**src/rtl/mulu_x3y3_stage_pkg.sv**
```systemverilog
// rtl/mulu_x3y3_stage_pkg.sv - shared widths, depth and constants for the 3x3 multiplier stage
package mulu_x3y3_stage_pkg;

    localparam int X_WIDTH_DEF = 3;
    localparam int Y_WIDTH_DEF = 3;
    localparam int P_WIDTH_DEF = X_WIDTH_DEF + Y_WIDTH_DEF;
    localparam int DEPTH_DEF   = 4;

    localparam logic READY_TRUE = 1'b1;

    // Occupancy needs one bit more than the pointers so "full" is representable.
    function automatic int count_width(input int depth);
        return $clog2(depth) + 1;
    endfunction

endpackage

```
**src/rtl/mulu_result_fifo.sv**
```systemverilog
// rtl/mulu_result_fifo.sv - synchronous result FIFO with push/pop/count, async active-high reset
module mulu_result_fifo
    import mulu_x3y3_stage_pkg::*;
#(
    parameter int WIDTH = P_WIDTH_DEF,
    parameter int DEPTH = DEPTH_DEF
)
(
    input  logic                            clk,
    input  logic                            rst,
    input  logic                            i_push,
    input  logic [WIDTH-1:0]                i_push_data,
    input  logic                            i_pop,
    output logic [WIDTH-1:0]                o_head,
    output logic                            o_not_empty,
    output logic [count_width(DEPTH)-1:0]   o_count
);

    localparam int AW = $clog2(DEPTH);
    localparam int CW = count_width(DEPTH);

    logic [WIDTH-1:0] r_mem [DEPTH];
    logic [AW-1:0]    r_wptr;
    logic [AW-1:0]    r_rptr;
    logic [CW-1:0]    r_count;
    logic             w_pop;

    assign o_not_empty = (r_count != '0);
    assign w_pop       = i_pop & o_not_empty;
    assign o_head      = r_mem[r_rptr];
    assign o_count     = r_count;

    // Pointers are log2(DEPTH) bits wide, so wrap-around is free.
    always_ff @(posedge clk or posedge rst) begin
        if (rst) begin
            for (int i = 0; i < DEPTH; i++) begin
                r_mem[i] <= '0;
            end
            r_wptr  <= '0;
            r_rptr  <= '0;
            r_count <= '0;
        end else begin
            if (i_push) begin
                r_mem[r_wptr] <= i_push_data;
                r_wptr        <= r_wptr + AW'(1);
            end
            if (w_pop) begin
                r_rptr <= r_rptr + AW'(1);
            end
            case ({i_push, w_pop})
                2'b10:   r_count <= r_count + CW'(1);
                2'b01:   r_count <= r_count - CW'(1);
                default: r_count <= r_count;
            endcase
        end
    end

endmodule

```
**src/rtl/mulu_x3y3_stage.sv**
```systemverilog
// rtl/mulu_x3y3_stage.sv - registered operand/result stage around the 3x3 multiplier core; MULU_STAGE_SIGN_EN adds out_s
module mulu_x3y3_stage
    import mulu_x3y3_stage_pkg::*;
#(
    parameter int X_WIDTH = X_WIDTH_DEF,
    parameter int Y_WIDTH = Y_WIDTH_DEF,
    parameter int P_WIDTH = P_WIDTH_DEF,
    parameter int DEPTH   = DEPTH_DEF
)
(
    input  logic                            clk,
    input  logic                            rst,
    input  logic                            in_valid,
    input  logic [X_WIDTH-1:0]              in_x,
    input  logic [Y_WIDTH-1:0]              in_y,
    output logic                            in_ready,
    output logic [X_WIDTH-1:0]              core_x,
    output logic [Y_WIDTH-1:0]              core_y,
    input  logic [P_WIDTH-1:0]              core_p,
    output logic                            out_valid,
    output logic [P_WIDTH-1:0]              out_p,
    input  logic                            out_ready,
`ifdef MULU_STAGE_SIGN_EN
    output logic                            out_s,
`endif
    output logic [count_width(DEPTH)-1:0]   count
);

    localparam int CW = count_width(DEPTH);
`ifdef MULU_STAGE_SIGN_EN
    localparam int FW = P_WIDTH + 1;
`else
    localparam int FW = P_WIDTH;
`endif
    localparam logic [CW:0] DEPTH_LIM = DEPTH[CW:0];

    logic [X_WIDTH-1:0] r_core_x;
    logic [Y_WIDTH-1:0] r_core_y;
    logic               r_inflight;
    logic               w_accept;
    logic [CW:0]        w_occupancy;
    logic [FW-1:0]      w_push_data;
    logic [FW-1:0]      w_head;

    // The in-flight product already owns a slot, so a capture can never overflow.
    assign w_occupancy = {1'b0, count} + {{CW{1'b0}}, r_inflight};
    assign in_ready    = (w_occupancy < DEPTH_LIM) ? READY_TRUE : ~READY_TRUE;
    assign w_accept    = in_valid & in_ready;

    assign core_x = r_core_x;
    assign core_y = r_core_y;

    always_ff @(posedge clk or posedge rst) begin
        if (rst) begin
            r_core_x   <= '0;
            r_core_y   <= '0;
            r_inflight <= 1'b0;
        end else begin
            r_inflight <= w_accept;
            if (w_accept) begin
                r_core_x <= in_x;
                r_core_y <= in_y;
            end
        end
    end

`ifdef MULU_STAGE_SIGN_EN
    logic r_sign;

    always_ff @(posedge clk or posedge rst) begin
        if (rst) begin
            r_sign <= 1'b0;
        end else if (w_accept) begin
            r_sign <= in_x[X_WIDTH-1] ^ in_y[Y_WIDTH-1];
        end
    end

    assign w_push_data = {r_sign, core_p};
    assign out_s       = w_head[FW-1];
    assign out_p       = w_head[P_WIDTH-1:0];
`else
    assign w_push_data = core_p;
    assign out_p       = w_head;
`endif

    mulu_result_fifo #(
        .WIDTH (FW),
        .DEPTH (DEPTH)
    ) u_fifo (
        .clk         (clk),
        .rst         (rst),
        .i_push      (r_inflight),
        .i_push_data (w_push_data),
        .i_pop       (out_ready),
        .o_head      (w_head),
        .o_not_empty (out_valid),
        .o_count     (count)
    );

endmodule

```
**config.mk**
```make
export PLATFORM = sky130hd
export DESIGN_NAME = mulu_x3y3_stage
export DESIGN_NICKNAME = d
export VERILOG_FILES = /design/src/rtl/mulu_x3y3_stage_pkg.sv /design/src/rtl/mulu_result_fifo.sv /design/src/rtl/mulu_x3y3_stage.sv
export SDC_FILE = /design/constraint.sdc
export NUM_CORES = 1
export LEC_CHECK = 0
export BUFFER_PORTS_ARGS = -buffer_cell sky130_fd_sc_hd__buf_4
export CAP_MARGIN = 30
export CORE_ASPECT_RATIO = 0.9
export CORE_MARGIN = 2
export CORE_UTILIZATION = 30
export DETAILED_ROUTE_END_ITERATION = 12
export HOLD_SLACK_MARGIN = 0.08
export PLACE_DENSITY = 0.53
export SLEW_MARGIN = 40
export SYNTH_ARGS = -nofsm -noshare
export SYNTH_HDL_FRONTEND = slang
export SYNTH_SLANG_ARGS = --single-unit
```
**constraint.sdc**
```tcl
create_clock -name clk -period 2.05 [get_ports clk]
set_input_delay 0.41 -clock clk [delete_from_list [all_inputs] [get_ports clk]]
set_output_delay 0.41 -clock clk [all_outputs]
set_load 0.02 [all_outputs]
```
# After elaboration in Yosys (flattened, before gate mapping)
# Index checks and enable logic that the tools add are counted.
# Widths: inputs -> output; s select.
# word_totals
reg_bits	38
word_cells	36
inputBits	16
# op_classes
bitwise	4
add_sub_neg	5
eq_ne	2
mux	8
n_reduce_logical	3
order_cmp	4
# ops
op	count
$bwmux 24	1
$mux 6	3
$bmux 6 s2	1
$demux 6 s2	1
$ge 3x3->1 const B	2
$not 2->3	2
$pmux 3 s2	1
$add 2x1->2 const B	2
$add 3x1->4	1
$lt 4x3->1 const B	1
$add 3x1->3 const B	1
$lt 3x1->1 const B	1
$reduce_bool 3->1	1
$sub 3x1->3 const B	1
$and 1x1->1	2
$eq 2x1->1 const B	1
$eq 2x2->1 const B	1
$reduce_bool 2->1	1
$logic_and 1x1->1	1
$mux 1	1

# Longest topological paths before layout
# depth
ltp_word	6
mapped_depth	8
mapped_depth_nobuf	7

# Cells and area by module
# Synthesis repeated with hierarchy kept, for this count alone.
# unflattened
hier_cells	111
hier_area_um2	1764.2
# by_module_without_submodules
mod	n_inst	cells_per_inst	area_per_inst_um2	seq_area_each_um2
mulu_result_fifo	1	94	1458.9	775.7
mulu_x3y3_stage	1	17	305.3	175.2

# Worst setup path after synthesis
# No wires, ideal clock.
# synth_path
path_kind	register to register
from	register u_fifo.r_count[0] (netlist: u_fifo.o_count[0])
to	register u_fifo.r_count[2] (netlist: u_fifo.o_count[2])
setup_time_ps	80
path_slack_ps	224
stages_incl_launch_ff	8
arrival_time_ps	1746
n_path_buf	0
cell_sequence	dfrtp_1 -> o31a_1 -> ha_1 -> inv_1 -> fa_1 -> xor2_1 -> nor2_1 -> xor2_1
# synth_between
elab_chain_len	4
word_cells_on_any_way	8
classes_between	2 x add/sub; 2 x eq/ne; 1 x mux; 1 x bitwise; 2 x reduce/logical
# synth_lines
item	line_no	text
start: declaration	mulu_result_fifo.sv:25	logic [CW-1:0] r_count;
start signal: assignment	mulu_result_fifo.sv:51	2'b10: r_count <= r_count + CW'(1);
start signal: assignment	mulu_result_fifo.sv:52	2'b01: r_count <= r_count - CW'(1);
start signal: assignment	mulu_result_fifo.sv:53	default: r_count <= r_count;
$reduce_bool 3->1 (*)	mulu_result_fifo.sv:28	assign o_not_empty = (r_count != '0);
$and 1x1->1 (*)	mulu_result_fifo.sv:29	assign w_pop = i_pop & o_not_empty;
net u_fifo.w_pop	mulu_result_fifo.sv:26	logic w_pop;
$eq 2x1->1 or $eq 2x2->1 (tied branches)	mulu_result_fifo.sv:50	case ({i_push, w_pop})
$pmux 3 s2 or $reduce_bool 2->1 (tied branches)	n/a	
# Mark *: on every way through the listed nets, which the timed path passes. The rest lies on a longest branch.
# A chain may end at the register's enable or synchronous reset.

# Final worst setup path
# layout_path
from	register u_fifo.r_rptr[0]
to	output out_p[4]
# layout_between
elab_chain_len	4
# layout_lines
item	line_no	text
start: declaration	mulu_result_fifo.sv:24	logic [AW-1:0] r_rptr;
start signal: assignment	mulu_result_fifo.sv:48	r_rptr <= r_rptr + AW'(1);
$not 2->3 (implied by the code)	mulu_result_fifo.sv:30	assign o_head = r_mem[r_rptr];
$bmux 6 s2	mulu_result_fifo.sv:30	
$mux 6 (implied by the code) (2 in a row)	mulu_result_fifo.sv:30	
end: declaration	mulu_x3y3_stage.sv:21	output logic [P_WIDTH-1:0] out_p,
# Every way passes these cells. The select of a mux whose other input is x is not followed.

==> flow_metrics.tcl <==
set metrics [dict create \
    routed_via_density 4.56 \
    top_layer "met4" \
    tritoncts.num_buffers 5 \
    dpl.hpwl_microns 2250 \
    clock_period_minus_worst_slack_ns 1.94 \
    drt-wirelength-per-cell_microns 14.1 \
    power.net_switching_uw 1310 \
    syn_to_final_growth_pct 24.4 \
    initial_cell_density_of_the_core 0.307 \
    dominantRegCellSynth "sky130_fd_sc_hd__dfrtp_1" \
    vdd_ir_drop_max_v 0.000653 \
    rsz0062_at_grt "false" \
    first_global_vias 1117 \
    die_y_microns 75.8 \
    combinational_fraction_of_design_power 0.461 \
    post_route_cells_drive_above_1_share 0.544 \
    worst_setup_hold_path_clk_slew_ns 0.07 \
    maxCapViolCount 0 \
    cts_tree "yes" \
    crit_family "multiplexers" \
    ys_top_cells_by_count "sky130_fd_sc_hd__dfrtp_1, sky130_fd_sc_hd__mux2_2, sky130_fd_sc_hd__inv_1" \
    fin_crit_sh 0.948 \
    dr_total_vias 999 \
    worstPathBufferInverterCount 1 \
    power-per-cell-area_nw_per_um2 1720 \
    maxSlewHeadroom 0.684 \
    met2_wirelength_microns 1480 \
    detailedRoute.firstIterationViolations 22 \
    leakagePower_uw 0.000987 \
    cp_slowest_stage_delay_ns 0.55 \
    number_of_distinct_library_cells_after_synthesis 20 \
    finalHoldWorstSlack_ns 0.235 \
    crit_path_start_kind "flop" \
    grt_usage 0.109 \
    report.final.slew_viol_count 0 \
    synthesis.yosys.warnings 0 \
    timing.final.hold_violations 0 \
    global_route_wire_length_before_repair_microns 5290 \
    insertedDiodeCount 0 \
    portBuffers 32 \
    antenna_found_initial 0 \
    yosys.area.top_type "sky130_fd_sc_hd__dfrtp_1" \
    cp_cell_sequence "mux4_2, buf_4" \
    seq_area_frac_synth 0.553 \
    cts_root_buf "sky130_fd_sc_hd__clkbuf_8" \
    netlist.area_leader.share 0.553 \
    hold_class "in2async" \
    setup_viol 0 \
    htree_levels 2 \
    post_detailed_route_drc_marker_count 0 \
    sequential_power_share 0.397 \
    clkPwrFrac 0.143 \
    syn-instance-count 110 \
    synth.top_cells.by_area "sky130_fd_sc_hd__dfrtp_1, sky130_fd_sc_hd__mux2_2, sky130_fd_sc_hd__mux4_2, sky130_fd_sc_hd__mux2_4, sky130_fd_sc_hd__ha_1" \
    routabilityCongestion 0.666 \
    yosys_register_bits 38 \
    die_x_microns 83.8 \
    worst-r2r-setup-slack_ns 0.17 \
    wl_met3_microns 197 \
    detailedRoute.firstPassIterationCount 2 \
    antenna_left 0 \
    overflow 0 \
    finalNetCount 170 \
    clock_skew_ns 0.00259 \
    run_status "complete, no violations" \
    synthesis.area_sq_um 1720 \
    postSynth.asyncResetShare 1.00 \
    timing_worst_slew_pin_value_ns 0.474 \
    setup_tns_ns 0 \
    critical_path.slowest_cell "sky130_fd_sc_hd__mux4_2" \
    crit_path_end_kind "output pin" \
    postRouteWirelength_microns 3090 \
    number_of_enable_flip_flop_cells_after_synthesis 0 \
    critical_path_class "reg2out" \
    wirelength_met1_microns 1400 \
    pin_count 33 \
    floorplan.rows 26 \
    syn-num-nets 132 \
    buffers_from_clock_root_to_sink_at_most 2 \
    num-fill-cells 548 \
    clkLatencyLatePin_ns 0.28 \
    cp_data_required_time_ns 1.64 \
    cts.sinks 38 \
    max_freq_ghz 0.515 \
    synth.avg_cell_area_sq_um 15.6 \
    p_sw_frac 0.357 \
    fp.coreArea_sq_um 5600 \
    largest_fanout_on_the_critical_path 8 \
    design.die.area_sq_um 6360 \
    cellInternalPower_uw 2360 \
    post-synth-top-count-cell "sky130_fd_sc_hd__dfrtp_1" \
    timing.critical_path.arrival_ns 1.53 \
    grt_start_max_net_pins 39 \
]
[through the flow]
stage	cells	cell area, sq um	utilization	power [uW]	setup slack [ns]
after floorplan	110	1720	-	2600	0.224
after global placement	211	2040	0.365	3130	0.167
after detailed placement	211	2040	0.365	3190	0.154
after CTS	219	2140	0.382	3730	0.0751
after global routing	219	2140	0.382	3930	0.0330
final	219	2140	0.382	3670	0.107
[registers in the layout, summed over array words and instances (netlist names)]
name	cells
u_fifo.o_count	3
core_x	3
r_inflight	1
core_y	3
u_fifo.r_rptr	2
u_fifo.r_wptr	2
u_fifo.r_mem	24
[cell type report]
class                   instances  area [sq um]  share of cell area
repair buffers                 34           255               0.119
flip-flops and latches         38           952               0.445
inverters                       8          30.0              0.0140
clock inverters                 2          12.5             0.00585
well taps                      70          87.6              0.0409
multi-input cells              61           719               0.336
clock buffers                   6          82.6              0.0386
[final timing paths]
check,from,end,cells past startpoint
max in group asynchronous,rst,u_fifo.r_rptr[0],3
worst max register to register,u_fifo.o_count[0],u_fifo.o_count[2],7
min in group clk,in_x[1],core_x[1],2
worst min-delay path,rst,u_fifo.o_count[2],3
worst min register to register,u_fifo.r_mem[0],u_fifo.r_mem[0],1
worst max-delay path,u_fifo.r_rptr[0],out_p[4],2
[cell families (layout without fill, tap and decap cells)]
logic type	count (synthesis)	count (layout)	synth area share
flip-flops	38	38	0.553
buffers and inverters	11	50	0.0291
XOR/XNOR	6	6	0.0305
AND/OR/NAND/NOR	9	9	0.0255
adder cells (fa/ha/maj)	6	6	0.0480
multiplexers	37	37	0.294
AO/OA/AOI/OAI	3	3	0.0204
[cell usage in the layout, fill, tap and decap left out, drive strengths merged]
cell,synthesis,final
ha,5,5
nand2,7,7
buf,3,34
clkinvlp,0,1
xor2,4,4
mux2i,1,1
mux4,6,6
or3,1,1
clkinv,0,1
xnor2,2,2
fa,1,1
nor2,1,1
mux2,30,30
dfrtp,38,38
a31oi,1,1
o31a,1,1
inv,8,8
o21ai,1,1
clkbuf,0,6
[layer usage]
layer	global-route usage	vias up
li1	-	459
met1	0.133	504
met2	0.189	34
met3	0.0347	2
met4	0.0323	0
met5	0	-
[timing repair]
item                                    4_1_cts  5_1_grt
buffers inserted                              0        0
hold buffers                                  0        0
endpoints found under the setup margin        6        0
endpoints found under the hold margin         0        0
resized for setup                             1        0
[tightest hold or removal path, stage by stage]
cell and delay [ns]:
sky130_fd_sc_hd__buf_4 0.10, sky130_fd_sc_hd__inv_1 0.04, sky130_fd_sc_hd__buf_4 0.40
[power groups by stage]
stage | sequential (uW) | combinational (uW) | clock, uW
floorplan | 1440 | 1160 | 0
global placement | 1450 | 1680 | 0
detailed placement | 1470 | 1730 | 0
CTS | 1460 | 1730 | 545
global route | 1520 | 1830 | 587
finish | 1460 | 1690 | 524
Power figures use the tool's default switching activity.
